$ cat src/rtl/rr_arb_pkg.sv
// Shared constants and types for the round-robin grant index generator.
package rr_arb_pkg;

    localparam int N_REQ  = 16;  // requesters, matches the downstream 4-to-16 decoder
    localparam int IDX_W  = 4;   // log2(N_REQ)
    localparam int WAIT_W = 8;   // watchdog counter width

    typedef enum logic {
        IDLE  = 1'b0,
        GRANT = 1'b1
    } state_t;

endpackage : rr_arb_pkg

$ cat src/rtl/rr_pick.sv
// Combinational rotating first-one finder: scans ptr+1, ptr+2, ... wrapping,
// with ptr itself checked last.
module rr_pick
    import rr_arb_pkg::*;
(
    input  logic [N_REQ-1:0] req,
    input  logic [IDX_W-1:0] ptr,
    output logic [IDX_W-1:0] pick,
    output logic             any
);

    logic [IDX_W-1:0] k;

    // Walk from the farthest offset down to the nearest; the last hit wins,
    // which leaves the nearest set bit after ptr in pick.
    always_comb begin
        // NOTE: every output of a combinational block gets a default before any
        // conditional assignment, otherwise a latch is inferred.
        pick = '0;
        any  = 1'b0;
        k    = '0;
        for (int i = N_REQ; i >= 1; i--) begin
            k = ptr + IDX_W'(i);  // offset N_REQ wraps back to ptr itself
            if (req[k]) begin
                pick = k;
                any  = 1'b1;
            end
        end
    end

endmodule : rr_pick

$ cat src/rtl/rr_grant_index_gen.sv
// Round-robin arbiter over 16 requesters producing a registered index plus
// valid for a 4-to-16 decoder. A grant is held until acknowledged, withdrawn
// by its owner, or released by the watchdog after MAX_WAIT cycles.
module rr_grant_index_gen
    import rr_arb_pkg::*;
#(
    parameter int unsigned MAX_WAIT = 255  // 1..255
) (
    input  logic             clk,
    input  logic             rst,
    input  logic [N_REQ-1:0] req,
    input  logic             ack,
    output logic [IDX_W-1:0] idx,
    output logic             vld,
    output logic             timeout
);

    state_t              state_q,   state_d;
    logic [IDX_W-1:0]    ptr_q,     ptr_d;
    logic [IDX_W-1:0]    idx_q,     idx_d;
    logic                vld_q,     vld_d;
    logic [WAIT_W-1:0]   wait_q,    wait_d;
    logic                timeout_q, timeout_d;

    logic [N_REQ-1:0]    pick_req;
    logic [IDX_W-1:0]    pick_ptr;
    logic [IDX_W-1:0]    pick_idx;
    logic                pick_any;

    localparam logic [WAIT_W-1:0] WAIT_LAST = WAIT_W'(MAX_WAIT - 1);

    // One shared finder: IDLE searches the live request vector from ptr;
    // GRANT prepares the back-to-back pick, excluding the current owner and
    // starting just after it.
    always_comb begin
        pick_req = req;
        pick_ptr = ptr_q;
        if (state_q == GRANT) begin
            pick_req = req & ~(N_REQ'(1) << idx_q);
            pick_ptr = idx_q;
        end
    end

    rr_pick u_pick (
        .req  (pick_req),
        .ptr  (pick_ptr),
        .pick (pick_idx),
        .any  (pick_any)
    );

    // Next-state logic: grant issue, ack/withdraw/timeout release, watchdog count.
    always_comb begin
        state_d   = state_q;
        ptr_d     = ptr_q;
        idx_d     = idx_q;
        vld_d     = vld_q;
        wait_d    = wait_q;
        timeout_d = 1'b0;

        unique case (state_q)
            IDLE: begin
                vld_d = 1'b0;
                if (pick_any) begin
                    idx_d   = pick_idx;
                    vld_d   = 1'b1;
                    wait_d  = '0;
                    state_d = GRANT;
                end
            end
            GRANT: begin
                if (ack) begin
                    // Served requester becomes lowest priority.
                    ptr_d = idx_q;
                    if (pick_any) begin
                        idx_d  = pick_idx;
                        wait_d = '0;
                    end else begin
                        vld_d   = 1'b0;
                        state_d = IDLE;
                    end
                end else if (!req[idx_q]) begin
                    vld_d   = 1'b0;
                    state_d = IDLE;
                end else if (wait_q == WAIT_LAST) begin
                    // Offender loses priority, same as if it had been served.
                    vld_d     = 1'b0;
                    timeout_d = 1'b1;
                    ptr_d     = idx_q;
                    state_d   = IDLE;
                end else if (wait_q != '1) begin
                    wait_d = wait_q + 1'b1;
                end
            end
            default: begin
                vld_d   = 1'b0;
                state_d = IDLE;
            end
        endcase
    end

    // State and output registers with synchronous reset.
    always_ff @(posedge clk) begin
        // NOTE: sequential state uses non-blocking assignments so every register
        // samples the pre-edge values, independent of statement order.
        if (rst) begin
            state_q   <= IDLE;
            ptr_q     <= IDX_W'(N_REQ - 1);
            idx_q     <= '0;
            vld_q     <= 1'b0;
            wait_q    <= '0;
            timeout_q <= 1'b0;
        end else begin
            state_q   <= state_d;
            ptr_q     <= ptr_d;
            idx_q     <= idx_d;
            vld_q     <= vld_d;
            wait_q    <= wait_d;
            timeout_q <= timeout_d;
        end
    end

    assign idx     = idx_q;
    assign vld     = vld_q;
    assign timeout = timeout_q;

endmodule : rr_grant_index_gen

$ cat config.mk
export PLATFORM = sky130hd
export DESIGN_NAME = rr_grant_index_gen
export DESIGN_NICKNAME = d
export VERILOG_FILES = /design/src/rtl/rr_arb_pkg.sv /design/src/rtl/rr_pick.sv /design/src/rtl/rr_grant_index_gen.sv
export SDC_FILE = /design/constraint.sdc
export NUM_CORES = 1
export LEC_CHECK = 0
export CORE_MARGIN = 3
export CORE_UTILIZATION = 54
export CTS_BUF_LIST = sky130_fd_sc_hd__clkbuf_4
export DETAILED_ROUTE_END_ITERATION = 12
export GPL_TIMING_DRIVEN = 0
export PLACE_DENSITY = 0.74
export SYNTH_ARGS = -nofsm -noshare
export SYNTH_HDL_FRONTEND = slang
export SYNTH_HIERARCHICAL = 1
export SYNTH_SLANG_ARGS = --single-unit
$ cat constraint.sdc
create_clock -name clk -period 5.6 [get_ports clk]
set_input_delay 0.84 -clock clk [delete_from_list [all_inputs] [get_ports clk]]
set_output_delay 0.84 -clock clk [all_outputs]
set_load 0.05 [all_outputs]
==> impl_metrics.csv, run 1 <==
group,metric,value,unit
global_routing,grt_pass1_wl,16.6,mm
critical_path,crit_required,5.85,ns
synth,yosysSeqAreaShare,0.111,
clock_tree,cts.path.max_buffers,2,
sta,setup_ws,0.346,ns
routing,viasPerCell,6.77,
power,ir_drop,0.310,mV
synth,async_flop_share,0,
place,hpwl,7.80,mm
layout,fin_area,3830,um^2
synth,synth_edf_count,0,
critical_path,crit_arrival,5.51,ns
power,p_int,0.000827,W
sta,hold_viol,0,
critical_path,cp-end-kind,"flip-flop",
layout,final_cell_mix,"64 x nand2_1, 27 x mux2i_1, 23 x mux4_2, 23 x nor2_1, 23 x clkdlybuf4s50_1",
clock_tree,clk_pin_slew,0.11,ns
hold_path,min_path_cells,1,
place,numPortBuffers,23,
synth,synth_area,3430,um^2
layout,final_core_util,0.635,
place,place_ws,-0.837,ns
global_routing,grtUsageTotal,0.277,
critical_path,startpoint,"state_q",
routing,wl_met2,4.88,mm
sta,clock_skew,0.00389,ns
critical_path,r2r-start,"state_q",
sta,maxSlewViolCount,0,
routing,wirelength,9.98,mm
sta,worst_pin_slew,0.813,ns
synth,synth_cell_types,82,
power,swShare,0.545,
clock_tree,htreeDepth,1,
routing,route.detailed.drc,0,
synth,avgSynthCellArea,8.44,um^2
routing,wire_per_inst,19.6,um
layout,layout_commonest_cell,"nand2_1",
routing,drt-initial-drc-count,279,
hold_path,hp-start,"ptr_q[2]",
synth,synth_flop_cell,"dfxtp_1",
layout,fillers,544,
floorplanning,core-area,6030,um^2
synth,yosys.area.top_type,"mux4_2",
sta,rsz0062_at_grt,"false",
clock_tree,cts_tree,"done",
sta,relSlewSlack,0.454,
place,dp_cells,505,
critical_path,path_class,"reg -> reg",
synth,syn_nets,435,
sta,fin_crit,5.25,ns
global_routing,grt_antenna_before_repair,0,
place,place_congestion,0.968,
critical_path,crit_path_max_fanout,10,
clock_tree,clock-sinks,19,
routing,ant_nets,0,
routing,vias,3439,
floorplanning,rows,28,
routing,wl_met1,4.30,mm
global_routing,grt_overflow,0,
layout,area_delta_synth_final,11.4,%
layout,seqCellArea,382,um^2
clock_tree,cts-root-buf,"clkbuf_4",
routing,top_layer_used,"met4",
layout,num_antenna_cells,0,
layout,multiInputGateArea,2910,um^2
synth,synth_seq_cells,19,
clock_tree,clk_latency,0.30,ns
clock_tree,tritoncts.num_buffers,3,
power,seqPwrFrac,0.097,
synth,yosys_warnings,6,
power,power.total,0.00182,W
floorplanning,initial_utilization,0.570,
place,postPlaceCellArea,3760,um^2
global_routing,grt_pass1_vias,3246,
floorplanning,die_x,85.8,um
sta,max_freq,0.190,GHz
power,power_switching,0.000993,W
sta,period_share,0.938,
critical_path,worstSetupStartpointType,"flip-flop",
synth,synth.area.top_cells,"mux4_2 14%, dfxtp_1 11%, mux2i_1 8.5%",
global_routing,grt_max_degree,17,
layout,drive_gt1_frac,0.178,
routing,drt_pass1_iterations,5,
floorplanning,dieArea,7350,um^2
sta,setup_viol,0,
run_status,status,"completed",
layout,instances_no_fill,508,
floorplanning,pin_count,25,
critical_path,r2r_cells,22,
power,power.leakage,1.44,nW
power,power_density,476,nW/um^2
hold_path,min_path_type,"reg -> reg",
layout,fin_nets,462,
synth,netlist.area_leader.share,0.144,
floorplanning,chipHeight,85.8,um
flow_run,drv_cap,0,
power,clock_power_share,0.038,
routing,dr_wl_met3,597,um
power,combPwrFrac,0.865,
synth,syn_inst,407,
==> power groups by stage <==
stage               Combinational, W  Clock (W)  Sequential, W
finish                       0.00157  0.0000694       0.000177
CTS                          0.00152  0.0000716       0.000177
global placement             0.00149          0       0.000179
floorplan                    0.00114          0       0.000214
global route                 0.00170  0.0000769       0.000180
detailed placement           0.00151          0       0.000179
==> worst paths after layout <==
kind | endpoint | slack (ns)
worst min-delay path | ptr_q[2] | 0.50
worst max-delay path | wait_q[5] | 0.35
worst max register to register | wait_q[5] | 0.35
worst min register to register | ptr_q[2] | 0.50
==> worst max-delay path, stage by stage, from the launching register on <==
cell and delay, ns:
dfxtp_1 0.37, buf_2 0.21, and2_2 0.19, a21o_1 0.12, buf_6 0.18, buf_12 0.15
buf_2 0.22, inv_1 0.11, ha_1 0.28, buf_2 0.21, buf_4 0.24, mux4_2 0.43
mux2i_4 0.26, mux2_2 0.24, nand2_1 0.10, or3_1 0.43, nor4b_1 0.25, nand3_1 0.28
and2_1 0.23, clkbuf_1 0.18, a211o_1 0.31, nand2_1 0.07, o21a_1 0.11
==> synthesized netlist by cell type, types with 5 or more instances <==
master	count
mux4_2	22
a221o_1	5
a31oi_1	7
nand2b_1	5
xnor2_1	6
nor2_1	23
nand3_1	9
o21a_1	8
a21oi_1	20
buf_2	5
o21ai_0	15
inv_1	9
dfxtp_1	19
nor3_1	11
o211ai_1	5
nand2_1	64
clkbuf_1	8
ha_1	9
nor2b_1	8
mux2_2	11
mux2i_1	29
==> sequential cells by signal (all words and copies together) (netlist names) <==
| signal | count |
|---|---|
| timeout | 1 |
| idx | 4 |
| wait_q | 8 |
| state_q | 1 |
| vld | 1 |
| ptr_q | 4 |
==> area by class of cell <==
class                   count  area share
repair buffers             24      0.0621
multi-input cells         356       0.760
clock buffers               3     0.00589
plain buffers              19      0.0347
inverters                  11      0.0118
clock inverters             1     0.00131
flip-flops and latches     19      0.0997
well taps                  75      0.0245
==> per-layer routing <==
layer  vias to the layer above  GRT usage
li1                       1626          -
met1                      1631      0.386
met2                       163      0.463
met3                        19     0.0231
met4                         0     0.0691
met5                         -          0
==> stage by stage <==
step                setup TNS [ns]  hold WS [ns]
floorplan                        0         0.456
CTS                              0         0.507
finish                           0         0.505
global placement             -8.16         0.471
detailed placement           -9.85         0.472
global route                     0         0.531
==> logic make-up (layout without fill, tap and decap cells) <==
logic type,Yosys count,count (layout),synth area share
buf+inv,32,58,0.0503
xor+xnor,11,11,0.0324
flops,19,19,0.111
fa+ha+maj,9,9,0.0328
mux,66,66,0.291
simple gates,156,156,0.229
compound gates,114,114,0.254
==> repair_timing <==
action                                  in CTS  in global routing
pin swaps                                    0                  1
hold buffers                                 0                  0
gates resized for setup                      5                 10
endpoints found under the setup margin      14                 14
setup buffers                                0                  1
Power figures use the tool's default switching activity.
==> inputs of run 2 (changes only) <==
MAX_ROUTING_LAYER = met4   (was default)
==> impl_metrics.csv, run 2 (same netlist as run 1, synthesis figures left out) <==
group,metric,value,unit
run_status,status,"completed",
place,place_congestion,1.00,
critical_path,r2r-start,"idx[0]",
layout,drive_gt1_frac,0.178,
global_routing,grt_max_degree,17,
critical_path,crit_path_max_fanout,10,
sta,tns,0,ns
routing,vias,3557,
clock_tree,htreeDepth,1,
layout,seqCellArea,382,um^2
sta,hold_viol,0,
routing,viasPerCell,7.00,
power,power.leakage,1.44,nW
routing,wirelength,10.3,mm
sta,setup_viol,0,
global_routing,grtUsageTotal,0.295,
hold_path,hp-start,"ptr_q[0]",
sta,hold-worst-slack,0.498,ns
global_routing,grt_util_met3,0.0144,
sta,maxSlewViolCount,0,
place,dp_cells,505,
layout,largest-register,"wait_q",
critical_path,slowest_delay,0.45,ns
floorplanning,core-area,6030,um^2
clock_tree,cts.path.max_buffers,2,
critical_path,worstSetupStartpointType,"flip-flop",
routing,drt_pass1_iterations,5,
sta,max_freq,0.190,GHz
sta,fin_crit,5.26,ns
critical_path,r2r_cells,22,
floorplanning,chipHeight,85.8,um
routing,ant_nets,0,
critical_path,r2r_end,"wait_q[5]",
clock_tree,tritoncts.num_buffers,3,
critical_path,path_delay_family,"buffers and inverters",
hold_path,min_path_type,"reg -> reg",
global_routing,grt_overflow,0,
layout,num_antenna_cells,0,
global_routing,use_met2,0.485,
critical_path,cp-end-kind,"flip-flop",
critical_path,critPathSlowestCell,"mux4_2",
layout,multiInputGateArea,2900,um^2
sta,relSlewSlack,0.506,
layout,fin_nets,462,
layout,fillers,537,
floorplanning,pin_count,25,
critical_path,crit_chain,"buf_6 > and2_2 > a21o_1 > buf_6 > buf_12 > buf_2 > inv_1 > ha_1 > buf_2 > clkbuf_4 > mux4_2 > mux2i_4 > mux2_2 > nand2_1 > or3_1 > nor4b_1 > nand3_1 > and2_1 > clkbuf_1 > a211o_1 > nand2_1 > o21a_1",
critical_path,crit_required,5.86,ns
sta,period_share,0.939,
sta,rsz0062_at_grt,"false",
layout,area_delta_synth_final,11.3,%
global_routing,grt_pass1_wl,17.1,mm
floorplanning,die_x,85.8,um
layout,final_cell_mix,"64 x nand2_1, 27 x mux2i_1, 23 x mux4_2, 23 x nor2_1, 23 x clkdlybuf4s50_1",
layout,instances_no_fill,508,
routing,route.detailed.drc,0,
global_routing,grt_busiest_layer,"met2",
hold_path,min_path_cells,1,
critical_path,path_class,"reg -> reg",
place,numPortBuffers,23,
layout,largest_reg_flops,8,
clock_tree,cts-root-buf,"clkbuf_4",
power,power.total,0.00183,W
hold_path,whs_endpoint,"ptr_q[0]",
clock_tree,cts_hold_buf,0,
routing,drt-initial-drc-count,403,
sta,worst_pin_slew,0.736,ns
global_routing,grt_pass1_vias,3312,
clock_tree,clk_latency,0.31,ns
critical_path,crit_buf_inv,8,
routing,wire_per_inst,20.3,um
layout,layout_commonest_cell,"nand2_1",
clock_tree,cts_tree,"done",
clock_tree,clock-sinks,19,
power,ir_drop,0.409,mV
sta,clock_skew,0.00248,ns
place,hpwl,8.00,mm
power,power_density,479,nW/um^2
floorplanning,dieArea,7350,um^2
clock_tree,clk_pin_slew,0.11,ns
flow_run,drv_cap,0,
critical_path,regToRegSetupSlack,0.34,ns
critical_path,crit_arrival,5.52,ns
floorplanning,initial_utilization,0.570,
global_routing,met1_usage,0.390,
global_routing,grt_antenna_before_repair,0,
floorplanning,rows,28,
[run 2: cell types whose count changed in the layout (fill, tap and decap cells not counted)]
cell      change
a21o_1        -1
nor3_1        +1
a21o_2        +1
nor3_2        -1
clkbuf_4      +1
buf_4         -1
[run 2: layer usage]
| metal | vias to the layer above | wire, um | share of wire |
|---|---|---|---|
| met2 | 169 | 5010 | 0.49 |
| met5 | - | 0 | 0 |
| met4 | 0 | 316 | 0.031 |
| met1 | 1734 | 4340 | 0.42 |
| li1 | 1622 | - | - |
| met3 | 32 | 643 | 0.062 |
[run 2: final cells by class]
class / count / area share
clock inverters: 1 / 0.00131
inverters: 11 / 0.0118
plain buffers: 19 / 0.0347
repair buffers: 24 / 0.0622
flip-flops and latches: 19 / 0.0998
multi-input cells: 356 / 0.760
clock buffers: 3 / 0.00589
well taps: 75 / 0.0245
[run 2: worst max path at each step]
| stage | from | to | cells past startpoint |
|---|---|---|---|
| 2_1_floorplan | idx[1] | wait_q[5] | 21 |
| 3_3_place_gp | idx[1] | wait_q[5] | 21 |
| 3_5_place_dp | idx[1] | wait_q[5] | 21 |
| 4_1_cts | idx[0] | wait_q[5] | 22 |
| 5_1_grt | state_q | wait_q[5] | 22 |
| 6_report | idx[0] | wait_q[5] | 22 |
[run 2: power by group]
| group | internal [W] | switching [W] | total, W |
|---|---|---|---|
| Sequential | 0.000153 | 0.0000257 | 0.000178 |
| Clock | 0.0000267 | 0.0000458 | 0.0000726 |
| Combinational | 0.000645 | 0.000935 | 0.00158 |
[run 2: what timing repair did]
action,CTS,global route
resized for setup,3,11
setup endpoints to repair,14,14
buffers inserted,0,1
pin swaps,0,1
[run 2: metrics by stage]
stage / instance area, um^2 / util / setup slack, ns
final: 3820 / 0.634 / 0.341
after floorplan: 3430 / - / 0.243
after CTS: 3790 / 0.629 / 0.0873
after global routing: 3820 / 0.634 / 0.00364
after global placement: 3760 / 0.624 / -0.618
after detailed placement: 3760 / 0.624 / -0.708
==> inputs of run 3 (changes only) <==
SLEW_MARGIN = 20   (was default)
==> results of run 3 <==
Final layout, timing and power as in run 2 (identical DEF).
